<file path="src/rtl/mem_port_arbiter.sv">
// Shares one single-port synchronous RAM between the instruction-fetch and load/store ports.
// Data has priority; a saturating starvation counter forces a fetch grant after STARVE_LIMIT data wins.
module mem_port_arbiter #(
  parameter int MEM_SIZE     = 256,
  parameter int ADDR_BITS    = 8,
  parameter int STARVE_LIMIT = 4
) (
  input  logic                 clk,
  input  logic                 reset,
  input  logic                 instr_req,
  input  logic [31:0]          instr_addr,
  output logic                 instr_ack,
  output logic [31:0]          instr_rdata,
  input  logic                 data_req,
  input  logic                 data_we,
  input  logic [31:0]          data_addr,
  input  logic [31:0]          data_wdata,
  output logic                 data_ack,
  output logic [31:0]          data_rdata,
  output logic                 data_err,
  output logic                 stall,
  output logic                 ram_en,
  output logic                 ram_we,
  output logic [ADDR_BITS-1:0] ram_addr,
  output logic [31:0]          ram_wdata,
  input  logic [31:0]          ram_rdata
);

  typedef enum logic [1:0] {IDLE, RD_WAIT, RD_CAP, WR_ACK} state_t;

  state_t      state_q, state_d;
  logic        win_i_q, win_i_d;   // 1 = current transaction belongs to the fetch port
  logic        oor_q, oor_d;
  logic [3:0]  starve_q, starve_d;
  logic [31:0] ird_q, ird_d, drd_q, drd_d;
  logic        instr_oor, data_oor, grant_i, grant_d;
  logic [31:0] rd_val;

  assign instr_oor = instr_addr >= 32'(MEM_SIZE);
  assign data_oor  = data_addr  >= 32'(MEM_SIZE);
  assign grant_i   = instr_req & (~data_req | (starve_q == 4'(STARVE_LIMIT)));
  assign grant_d   = data_req & ~grant_i;
  assign rd_val    = oor_q ? 32'd0 : ram_rdata;

  always_ff @(posedge clk or posedge reset) begin
    if (reset) begin
      state_q  <= IDLE;
      win_i_q  <= 1'b0;
      oor_q    <= 1'b0;
      starve_q <= 4'd0;
      ird_q    <= 32'd0;
      drd_q    <= 32'd0;
    end else begin
      state_q  <= state_d;
      win_i_q  <= win_i_d;
      oor_q    <= oor_d;
      starve_q <= starve_d;
      ird_q    <= ird_d;
      drd_q    <= drd_d;
    end
  end

  always_comb begin
    state_d   = state_q;
    win_i_d   = win_i_q;
    oor_d     = oor_q;
    starve_d  = starve_q;
    ird_d     = ird_q;
    drd_d     = drd_q;
    ram_en    = 1'b0;
    ram_we    = 1'b0;
    ram_addr  = '0;
    ram_wdata = 32'd0;
    instr_ack = 1'b0;
    data_ack  = 1'b0;
    unique case (state_q)
      IDLE: begin
        // Reset also holds the RAM interface quiet even though requests may be high.
        if (!reset) begin
          if (grant_i) begin
            win_i_d  = 1'b1;
            oor_d    = instr_oor;
            ram_en   = ~instr_oor;
            ram_addr = instr_addr[ADDR_BITS-1:0];
            starve_d = 4'd0;
            state_d  = RD_WAIT;
          end else if (grant_d) begin
            win_i_d   = 1'b0;
            oor_d     = data_oor;
            ram_en    = ~data_oor;
            ram_we    = data_we & ~data_oor;
            ram_addr  = data_addr[ADDR_BITS-1:0];
            ram_wdata = data_wdata;
            if (!instr_req)                           starve_d = 4'd0;
            else if (starve_q != 4'(STARVE_LIMIT))    starve_d = starve_q + 4'd1;
            state_d   = data_we ? WR_ACK : RD_WAIT;
          end else begin
            starve_d = 4'd0;
          end
        end
      end
      RD_WAIT: begin
        if (win_i_q) ird_d = rd_val;
        else         drd_d = rd_val;
        state_d = RD_CAP;
      end
      RD_CAP: begin
        instr_ack = win_i_q;
        data_ack  = ~win_i_q;
        state_d   = IDLE;
      end
      WR_ACK: begin
        data_ack = 1'b1;
        state_d  = IDLE;
      end
      default: state_d = IDLE;
    endcase
  end

  assign data_err    = data_ack & oor_q;
  assign instr_rdata = ird_q;
  assign data_rdata  = drd_q;
  assign stall       = (instr_req & ~instr_ack) | (data_req & ~data_ack);

endmodule

</file>
<file path="config.mk">
export PLATFORM = sky130hd
export DESIGN_NAME = mem_port_arbiter
export DESIGN_NICKNAME = d
export VERILOG_FILES = /design/src/rtl/mem_port_arbiter.sv
export SDC_FILE = /design/constraint.sdc
export NUM_CORES = 1
export LEC_CHECK = 0
export BUFFER_PORTS_ARGS = -buffer_cell sky130_fd_sc_hd__buf_2
export CORE_AREA = 3 3 100 102
export CTS_CLUSTER_DIAMETER = 50
export DETAILED_ROUTE_END_ITERATION = 10
export DIE_AREA = 0 0 103 105
export PLACE_DENSITY = 0.75
export SYNTH_ARGS = -nofsm -noshare
export SYNTH_HDL_FRONTEND = slang
export SYNTH_SLANG_ARGS = --single-unit
</file>
<file path="constraint.sdc">
create_clock -name clk -period 2 [get_ports clk]
set_input_delay 0.3 -clock clk [delete_from_list [all_inputs] [get_ports clk]]
set_output_delay 0.3 -clock clk [all_outputs]
set_load 0.005 [all_outputs]
</file>
[After elaboration in Yosys (flattened, before gate mapping)]
Cells that the tools add are included.
Storage, ports and cells
  bits in registers: 72
  input port bits: 133
Cells by class
  add/sub/neg operators: 1
  $lt $le $gt $ge: 2
  equal/unequal tests: 8
  muxes and demuxes: 32
  bitwise gates (word level): 16
  reduce and logical (&&, ||, !) cells: 8
Operators by type and width (count)
  $mux W32: 5
  $ge A32 B9 Y1 const B: 2
  $mux W8: 4
  $mux W4: 4
  $mux W1: 13
  $mux W2: 4
  $ne A4 B3 Y1 const B: 2
  $not A1 Y1: 8
  $and A1 B1 Y1: 6
  $pmux W2 S3: 1
  $reduce_and A2 Y1: 3
  $reduce_and A3 Y1: 2
  $add A4 B1 Y4 const B: 1
  $eq A2 B2 Y1 const B: 2
  $eq A4 B3 Y1 const B: 1
  $ne A3 B3 Y1 const B: 1
  $eq A2 B1 Y1 const B: 1
  $logic_not A2 Y1: 1
  $ne A2 B2 Y1 const B: 1
  $or A1 B1 Y1: 2
  $pmux W1 S2: 1
  $reduce_bool A2 Y1: 1
  $reduce_or A2 Y1: 1

[Depth between registers and ports, before layout]
Gate-level depths: netlist of run 1.
  depth in word-level cells: 9
  mapped depth: 7
  depth with buffers taken out: 6

[Worst setup path after synthesis of run 1]
OpenSTA, ideal clock, no wires.
  kind: reg2out
  from: register starve_q[0]
  to: output ram_addr[0]
  arrival: 1382 ps
  data required time: 1700 ps
  setup slack: 318 ps
  stages on the path, launching flop included: 8
  path buffers: 1
  path through: dfrtp_1 inv_1 ha_1 nand3b_1 a21oi_2 buf_2 nand2_1 a21oi_1
Between the ends
  longest elaborated chain between the ends: 9
Ends and longest elaborated chain
  from (decl): line 34  | logic [3:0] starve_q, starve_d;
  from (signal assigned): line 57  | starve_q <= starve_d;
  $eq A4 B3 Y1 *: line 41  | assign grant_i = instr_req & (~data_req | (starve_q == 4'(STARVE_LIMIT)));
  $or A1 B1 Y1 *: line 41
  $and A1 B1 Y1 *: line 41
  $not A1 Y1: line 42  | assign grant_d = data_req & ~grant_i;
  $and A1 B1 Y1: line 42
  $mux W8: line 87  | end else if (grant_d) begin
  $mux W8 *: line 80  | if (grant_i) begin
  $mux W8 *: line 79  | if (!reset) begin
  $mux W8 *: line 76  | unique case (state_q)
  to (decl): line 24  | output logic [ADDR_BITS-1:0] ram_addr,
Every way passes the cells marked *; elsewhere a longest branch is shown, timed or not.

[Worst setup path in the final report of run 1]
  from: register starve_q[1]
  to: output ram_wdata[6]
Between the ends
  longest elaborated chain between the ends: 9
Ends and longest elaborated chain
  $eq A4 B3 Y1 *: line 41
  $or A1 B1 Y1 *: line 41
  $and A1 B1 Y1 *: line 41
  $not A1 Y1: line 42
  $and A1 B1 Y1: line 42
  $mux W32: line 87
  $mux W32 *: line 80
  $mux W32 *: line 79
  $mux W32 *: line 76
  to (decl): line 25  | output logic [31:0] ram_wdata,
Marks and branches as above.

==> results of run 1 <==
through the flow:
step / instance area (um2) / utilization [%]
3_5_place_dp: 4790 / 52.1
5_1_grt: 5240 / 57.0
4_1_cts: 5130 / 55.8
2_1_floorplan: 3400 / -
6_report: 5240 / 57.0
3_3_place_gp: 4790 / 52.1
sequential cells by signal, indices dropped and copies added (netlist names):
name	count
data_rdata	32
instr_rdata	32
starve_q	4
oor_q	1
win_i_q	1
state_q	2
area by class of cell:
class | instances | area (um2)
timing repair buffer | 266 | 1520
clock buffer | 10 | 138
multi-input combinational | 272 | 1570
sequential | 72 | 1800
inverter | 7 | 30.0
clock inverter | 6 | 43.8
fill | 820 | 3950
tap | 111 | 139
final timing paths:
path | from | to | slack (ps) | cells past startpoint
worst min-delay path | reset | state_q[0] | 220 | 4
worst max register to register | state_q[1] | win_i_q | 390 | 4
worst max-delay path | starve_q[1] | ram_wdata[6] | -200 | 9
worst min register to register | instr_rdata[28] | instr_rdata[28] | 480 | 2
max in group asynchronous | reset | data_rdata[1] | 1410 | 4
min in group clk | ram_rdata[11] | data_rdata[11] | 220 | 3
cells by family (layout without fill, tap and decap cells):
group	after synthesis	after routing	share of synthesized area [%]
multiplexers	1	1	0.332
adder cells (fa/ha/maj)	2	2	0.737
AND/OR/NAND/NOR	176	177	27.0
buffers and inverters	30	289	3.94
AO/OA/AOI/OAI	92	92	14.9
flip-flops	72	72	53.1
where the power goes:
group	switching (mW)	internal, mW
Sequential	0.324	2.05
Combinational	0.931	0.930
Clock	0.562	0.486
synthesized netlist by cell type (all sizes together) (3+ instances only):
| cell | n |
|---|---|
| dfrtp | 72 |
| inv | 7 |
| and2 | 33 |
| a21oi | 9 |
| nor3 | 3 |
| nand2 | 79 |
| clkbuf | 12 |
| nor4 | 13 |
| buf | 11 |
| nand2b | 32 |
| o211ai | 8 |
| o21ai | 67 |
worst min-delay path: stages:
cell and delay [ps]:
buf_2 110, buf_4 150, clkinvlp_4 60, buf_4 380
routing by layer:
layer  share of wire, %  up-vias  global-route usage, %
met5                  0        -                      0
met4                2.6        0                   6.85
met3                8.0       28                   5.54
met2                 53      201                   39.4
met1                 37     1718                   24.2
li1                   -     1774                      -
timing repair:
action / in CTS / in global routing
resized for setup: 17 / 24
endpoints found under the setup margin: 42 / 42
pin swaps: 14 / 1
setup buffers: 7 / 1
cloned: 1 / 0
==> flow_summary.json, run 1 <==
{
  "crit_chain": "inv_2, ha_4, nand3b_1, a21oi_4, buf_6, nor3_4, buf_12, and2_1, buf_2",
  "grt_max_degree": 65,
  "final_common_cell": "buf_2",
  "period_needed_ps": 2200,
  "grt_pass1_vias": 3705,
  "finalPower_mw": 5.28,
  "post-place-ws_ps": -103,
  "synth_top_cells_by_area": "dfrtp_1, nand2_1, and2_1",
  "dieArea_mm2": 0.0108,
  "max_freq_mhz": 455,
  "syn_nets": 508,
  "outcome": "finished with violations",
  "cp-start-kind": "register",
  "cts.path.max_buffers": 2,
  "crit_type": "register to output port",
  "via_per_inst": 5.00,
  "synth_edf_count": 0,
  "power.leakage_nw": 2.80,
  "critPathBufInv": 4,
  "synth_flop_cell": "dfrtp_1",
  "path_delay_family": "buffers and inverters",
  "portBuffers": 242,
  "relSlewSlack_pct": 67.9,
  "finalHoldViolations": 0,
  "antenna_found_initial": 0,
  "rows": 35,
  "synth-seq-cells": 72,
  "routed-via-count": 3721,
  "mostFrequentLayoutCells": "buf_2, nand2_1, dfrtp_1, o21ai_0, o21ai_1",
  "critPathRequiredTime_ps": 1700,
  "dp_hpwl_um": 9300,
  "syn_area_per_cell_um2": 9.10,
  "gp_congestion": 0.938,
  "area_delta_synth_final_pct": 54.4,
  "grt.total_usage_pct": 21.7,
  "die_w_um": 103,
  "grt-ovfl-total": 0,
  "drtPass1Iterations": 4,
  "violations": "setup timing",
  "slew_viol_final": 0,
  "clkLatencyLatePin_ps": 340,
  "synth_area_mm2": 0.00340,
  "maxCapViolations": 0,
  "rsz0062_at_grt": "true",
  "drc": 0,
  "instances_no_fill": 744,
  "seq_area_frac_synth_pct": 53.1,
  "crit_path_max_incr_delay_ps": 400,
  "clkSinkCount": 72,
  "fin_hold_ws_ps": 217,
  "peakVddDrop_mv": 0.354,
  "drive_gt1_share_pct": 49.3,
  "hold_class": "input port to asynchronous set/reset pin",
  "grt_pass1_wl_um": 18200,
  "finClkSkew_ps": 15.0,
  "initial_core_util_pct": 36.9,
  "async_flop_share_pct": 100,
  "crit_slowest_cell": "dfrtp_1",
  "htreeDepth": 3,
  "nets": 763,
  "setup_slack_ps": -198,
  "yosysWarnings": 0,
  "num_io_pins": 243,
  "worstMarginPinSlew_ps": 481,
  "wl_um": 12100,
  "crit_fanout": 16,
  "synthCells": 373,
  "die_y_um": 105,
  "core_mm2": 0.00920,
  "wl_per_cell_um": 16.3,
  "fin_crit_sh_pct": 110,
  "synth_top_area_share_pct": 53.1,
  "synth_top_area_cell": "dfrtp_1",
  "clk_pin_slew_worst_paths_ps": 90,
  "hold_buffers": 0,
  "antenna_cells": 0,
  "postRouteAntennaNets": 0,
  "report.final.setup_viol": 42,
  "worst_setup_path_end_kind": "output port",
  "cts-buffers-inserted": 9,
  "power.density_mw_per_mm2": 1010,
  "drt_iter0_drc": 200,
  "placedCellCount": 719,
  "cts_tree": "done",
  "root_buffer": "clkbuf_8",
  "tns_ps": -7370,
  "yosys.cell_types.count": 34,
  "cp.arrival_ps": 1900
}
Power figures use the tool's default switching activity.
==> run 2, diff against run 1 <==
RECOVER_POWER = 100   (was default)
==> flow_summary.json, run 2 (same netlist as run 1, synthesis figures left out) <==
{
  "clk_pin_slew_worst_paths_ps": 90,
  "postRouteAntennaNets": 0,
  "period_needed_ps": 2200,
  "maxCapViolations": 0,
  "drtPass1Iterations": 6,
  "drc": 0,
  "report.final.setup_viol": 42,
  "die_w_um": 103,
  "cp.arrival_ps": 1900,
  "final_common_cell": "buf_2",
  "nFillCells": 847,
  "drive_gt1_share_pct": 43.4,
  "antenna_found_initial": 0,
  "wl_per_cell_um": 16.3,
  "pwr-share-seq_pct": 45.8,
  "finalHoldViolations": 0,
  "via_per_inst": 5.02,
  "setup_slack_ps": -196,
  "cts.path.max_buffers": 2,
  "cp-start-kind": "register",
  "crit_type": "register to output port",
  "outcome": "finished with violations",
  "routed-via-count": 3738,
  "gp_congestion": 0.938,
  "grt_pass1_vias": 3705,
  "peakVddDrop_mv": 0.354,
  "area_delta_synth_final_pct": 52.4,
  "final_util_pct": 56.3,
  "grt.total_usage_pct": 21.7,
  "grt_max_degree": 65,
  "power.switching_mw": 1.83,
  "hold_class": "input port to register",
  "clkSinkCount": 72,
  "fin_crit_sh_pct": 110,
  "post-place-ws_ps": -103,
  "clkPwrFrac_pct": 20.1,
  "hold_buffers": 0,
  "dieArea_mm2": 0.0108,
  "grt_pass1_wl_um": 18200,
  "max_freq_mhz": 455,
  "drt_iter0_drc": 185,
  "grt-ovfl-total": 0,
  "power.density_mw_per_mm2": 1000,
  "worst_setup_path_end_kind": "output port",
  "slew_viol_final": 0,
  "core_mm2": 0.00920,
  "cts_tree": "done",
  "finClkSkew_ps": 14.2,
  "critPathRequiredTime_ps": 1700,
  "p_int_mw": 3.37,
  "violations": "setup timing",
  "antenna_cells": 0,
  "root_buffer": "clkbuf_8",
  "worstMarginPinSlew_ps": 944,
  "initial_core_util_pct": 36.9,
  "rows": 35,
  "clkLatencyLatePin_ps": 340,
  "die_y_um": 105,
  "nets": 763,
  "cts-buffers-inserted": 9,
  "dp_hpwl_um": 9300,
  "wl_um": 12100,
  "relSlewSlack_pct": 37.1,
  "power.leakage_nw": 2.66,
  "regArea_mm2": 0.00180,
  "portBuffers": 242,
  "num_io_pins": 243,
  "pwr-share-comb_pct": 34.1,
  "htreeDepth": 3,
  "rsz0062_at_grt": "true",
  "crit_fanout": 16,
  "multiInputGateArea_mm2": 0.00157,
  "mostFrequentLayoutCells": "buf_2, nand2_1, dfrtp_1, clkbuf_1, o21ai_0",
  "p_sw_share_pct": 35.2
}
## run 2: cell count changes in the layout (fill, tap and decap cells not counted), sizes merged
cell,before,now
clkbuf,10,49
buf,266,227
## run 2: power by group through the flow
stage / Combinational (mW) / Sequential (mW) / Clock [mW]
final: 1.77 / 2.38 / 1.05
after global routing: 2.02 / 2.46 / 1.15
after CTS: 1.86 / 2.38 / 1.08
after detailed placement: 1.81 / 2.40 / 0
after global placement: 1.75 / 2.38 / 0
after floorplan: 0.729 / 2.43 / 0
## run 2: critical path, cell delays in order, from the launching register on
cell      delay [ps]
dfrtp_1          400
inv_2             80
ha_4             120
nand3b_1         140
a21oi_4          210
buf_6            130
nor3_4            40
buf_12           150
and2_1           160
buf_2            120
## run 2: final timing paths
check	end	start	depth (start not counted)	slack [ps]
max	ram_wdata[7]	starve_q[1]	9	-200
min	data_rdata[11]	ram_rdata[11]	3	220
max reg2reg	instr_rdata[20]	state_q[1]	4	280
min reg2reg	instr_rdata[28]	instr_rdata[28]	2	480
max in group asynchronous	data_rdata[1]	reset	4	980
min in group asynchronous	state_q[0]	reset	4	380
## run 2: cell type report
type	instances	share of cell area [%]
Multi-Input combinational cell	272	30.4
Timing Repair Buffer	266	28.1
Sequential cell	72	34.8
Tap cell	111	2.68
Clock inverter	6	0.846
Clock buffer	10	2.66
Inverter	7	0.532
## run 2: what timing repair did
item / in CTS / in global routing
buffers inserted: 7 / 1
resized for setup: 17 / 24
setup endpoints to repair: 42 / 42
cloned: 1 / 0
pin swaps: 14 / 1
## run 2: per-layer routing
| metal | GRT usage (%) | vias up | share of wire (%) |
|---|---|---|---|
| met3 | 5.54 | 24 | 8.4 |
| met2 | 39.4 | 205 | 53 |
| met1 | 24.2 | 1734 | 36 |
| met5 | 0 | - | 0 |
| li1 | - | 1775 | - |
| met4 | 6.85 | 0 | 2.3 |
## run 2: metrics by stage
stage / area (um2) / power (mW) / hold slack, ps / setup TNS (ps) / instances
6_report: 5170 / 5.20 / 218 / -7360 / 744
5_1_grt: 5170 / 5.64 / 215 / -10700 / 744
4_1_cts: 5130 / 5.32 / 207 / -6230 / 743
3_5_place_dp: 4790 / 4.21 / 465 / -2620 / 719
3_3_place_gp: 4790 / 4.12 / 459 / -704 / 719
2_1_floorplan: 3400 / 3.16 / 444 / 0 / 373
==> run 3, diff against run 2 <==
CORE_AREA = 3 3 111 113   (was 3 3 100 102)
DIE_AREA = 0 0 114 116   (was 0 0 103 105)
PLACE_DENSITY = 0.62   (was 0.75)
==> flow_summary.json, run 3 (same netlist as run 1, synthesis figures left out) <==
{
  "post-place-ws_ps": 2.53,
  "fin_crit_sh_pct": 111,
  "rsz0062_at_grt": "true",
  "clkLatencyLatePin_ps": 320,
  "violations": "setup timing",
  "final_common_cell": "buf_2",
  "drtPass1Iterations": 4,
  "root_buffer": "clkbuf_16",
  "relSlewSlack_pct": 35.2,
  "tns_ps": -8560,
  "rows": 39,
  "via_per_inst": 4.68,
  "clkSinkCount": 72,
  "nets": 760,
  "crit_fanout": 32,
  "nFillCells": 1147,
  "portBuffers": 242,
  "worst_setup_path_end_kind": "output port",
  "worstMarginPinSlew_ps": 973,
  "cts-buffers-inserted": 9,
  "cts_tree": "done",
  "placedCellCount": 749,
  "maxCapViolations": 0,
  "grt.total_usage_pct": 17.2,
  "drive_gt1_share_pct": 41.3,
  "finClkSkew_ps": 3.19,
  "dieArea_mm2": 0.0132,
  "critPathRequiredTime_ps": 1700,
  "area_delta_synth_final_pct": 52.9,
  "htreeDepth": 3,
  "cts.path.max_buffers": 2,
  "max_freq_mhz": 448,
  "outcome": "finished with violations",
  "die_y_um": 116,
  "core_mm2": 0.0114,
  "period_needed_ps": 2230,
  "setup_slack_ps": -230,
  "power.density_mw_per_mm2": 1130,
  "crit_chain": "inv_2, ha_1, nand3b_1, a21oi_2, buf_6, nor3_4, buf_12, and2_1, buf_2",
  "clk_pin_slew_worst_paths_ps": 50,
  "wl_per_cell_um": 15.2,
  "dp_hpwl_um": 9250,
  "num_io_pins": 243,
  "postRouteAntennaNets": 0,
  "antenna_found_initial": 1,
  "report.final.setup_viol": 42,
  "initial_core_util_pct": 29.7,
  "crit_path_max_incr_delay_ps": 390,
  "fin_hold_ws_ps": 242,
  "grt_pass1_wl_um": 17900,
  "finalHoldViolations": 0,
  "instances_no_fill": 774,
  "grt-ovfl-total": 0,
  "hold_buffers": 0,
  "die_w_um": 114,
  "wl_um": 11800,
  "drt_iter0_drc": 269,
  "hold_class": "input port to register",
  "gp_congestion": 0.919,
  "cp-start-kind": "register",
  "grt_max_degree": 65,
  "drc": 0,
  "power.leakage_nw": 2.69,
  "crit_type": "register to output port",
  "slew_viol_final": 0,
  "mostFrequentLayoutCells": "buf_2, nand2_1, dfrtp_1, clkbuf_1, o21ai_0",
  "routed-via-count": 3619,
  "crit_slowest_cell": "dfrtp_1",
  "peakVddDrop_mv": 0.640,
  "grt_pass1_vias": 3648,
  "cp.arrival_ps": 1930
}
-- run 3: cell count changes in the layout (fill, tap and decap cells not counted), sizes merged --
cell	change
buf	-2
bufinv	+2
clkbuf	+4
clkinv	-1
clkinvlp	-4
diode	+1
inv	-1
nor3	-1
-- run 3: final timing paths --
kind                                 start               to  slack (ps)  cells after the start
hold / removal               ram_rdata[11]   data_rdata[11]         240                      3
hold reg to reg            instr_rdata[18]  instr_rdata[18]         480                      2
min in group asynchronous            reset    data_rdata[7]         300                      3
setup / recovery               starve_q[1]    ram_wdata[26]        -230                      9
max in group asynchronous            reset    data_rdata[4]        1040                      3
setup reg to reg                state_q[1]          win_i_q         200                      4
-- run 3: critical path, delay by kind of cell (launching register included) --
family / cells / cell delay, ps
AO/OA/AOI/OAI: 1 / 240
adder cells (fa/ha/maj): 1 / 130
buffers and inverters: 4 / 510
flip-flops: 1 / 390
AND/OR/NAND/NOR: 3 / 330
-- run 3: per-layer routing --
metal / GRT usage (%) / up-vias / wire length [um]
li1: - / 1770 / -
met1: 19.2 / 1647 / 4430
met2: 30.7 / 182 / 6040
met3: 5.54 / 20 / 1060
met4: 5.94 / 0 / 235
met5: 0 / - / 0
-- run 3: repair_timing --
| item | in CTS | in global routing |
|---|---|---|
| resized for setup | 4 | 13 |
| buffers inserted | 3 | 4 |
| pin swaps | 2 | 5 |
| setup endpoints to repair | 42 | 42 |
| gates cloned | 1 | 0 |
-- run 3: final cells by class --
class | instances | area, um2 | area share (%)
diodes | 1 | 2.50 | 0.0482
clock inverters | 2 | 60.1 | 1.16
repair buffers | 264 | 1350 | 26.0
multi-input cells | 271 | 1500 | 28.8
inverters | 7 | 27.5 | 0.530
well taps | 143 | 179 | 3.45
flip-flops and latches | 72 | 1800 | 34.7
clock buffers | 14 | 274 | 5.28
-- run 3: report_power, final --
part / internal [mW] / leakage (nW) / total, mW / switching, mW
logic: 0.795 / 1.59 / 1.70 / 0.906
registers: 2.05 / 0.932 / 2.40 / 0.345
clock network: 1.19 / 0.163 / 1.75 / 0.554
-- run 3: stage by stage --
stage | cell area [um2] | power [mW] | utilization, %
final | 5190 | 5.85 | 45.5
after global routing | 5190 | 6.32 | 45.5
after CTS | 5190 | 6.00 | 45.5
after detailed placement | 4810 | 4.20 | 42.2
after global placement | 4810 | 4.14 | 42.2
after floorplan | 3400 | 3.16 | -
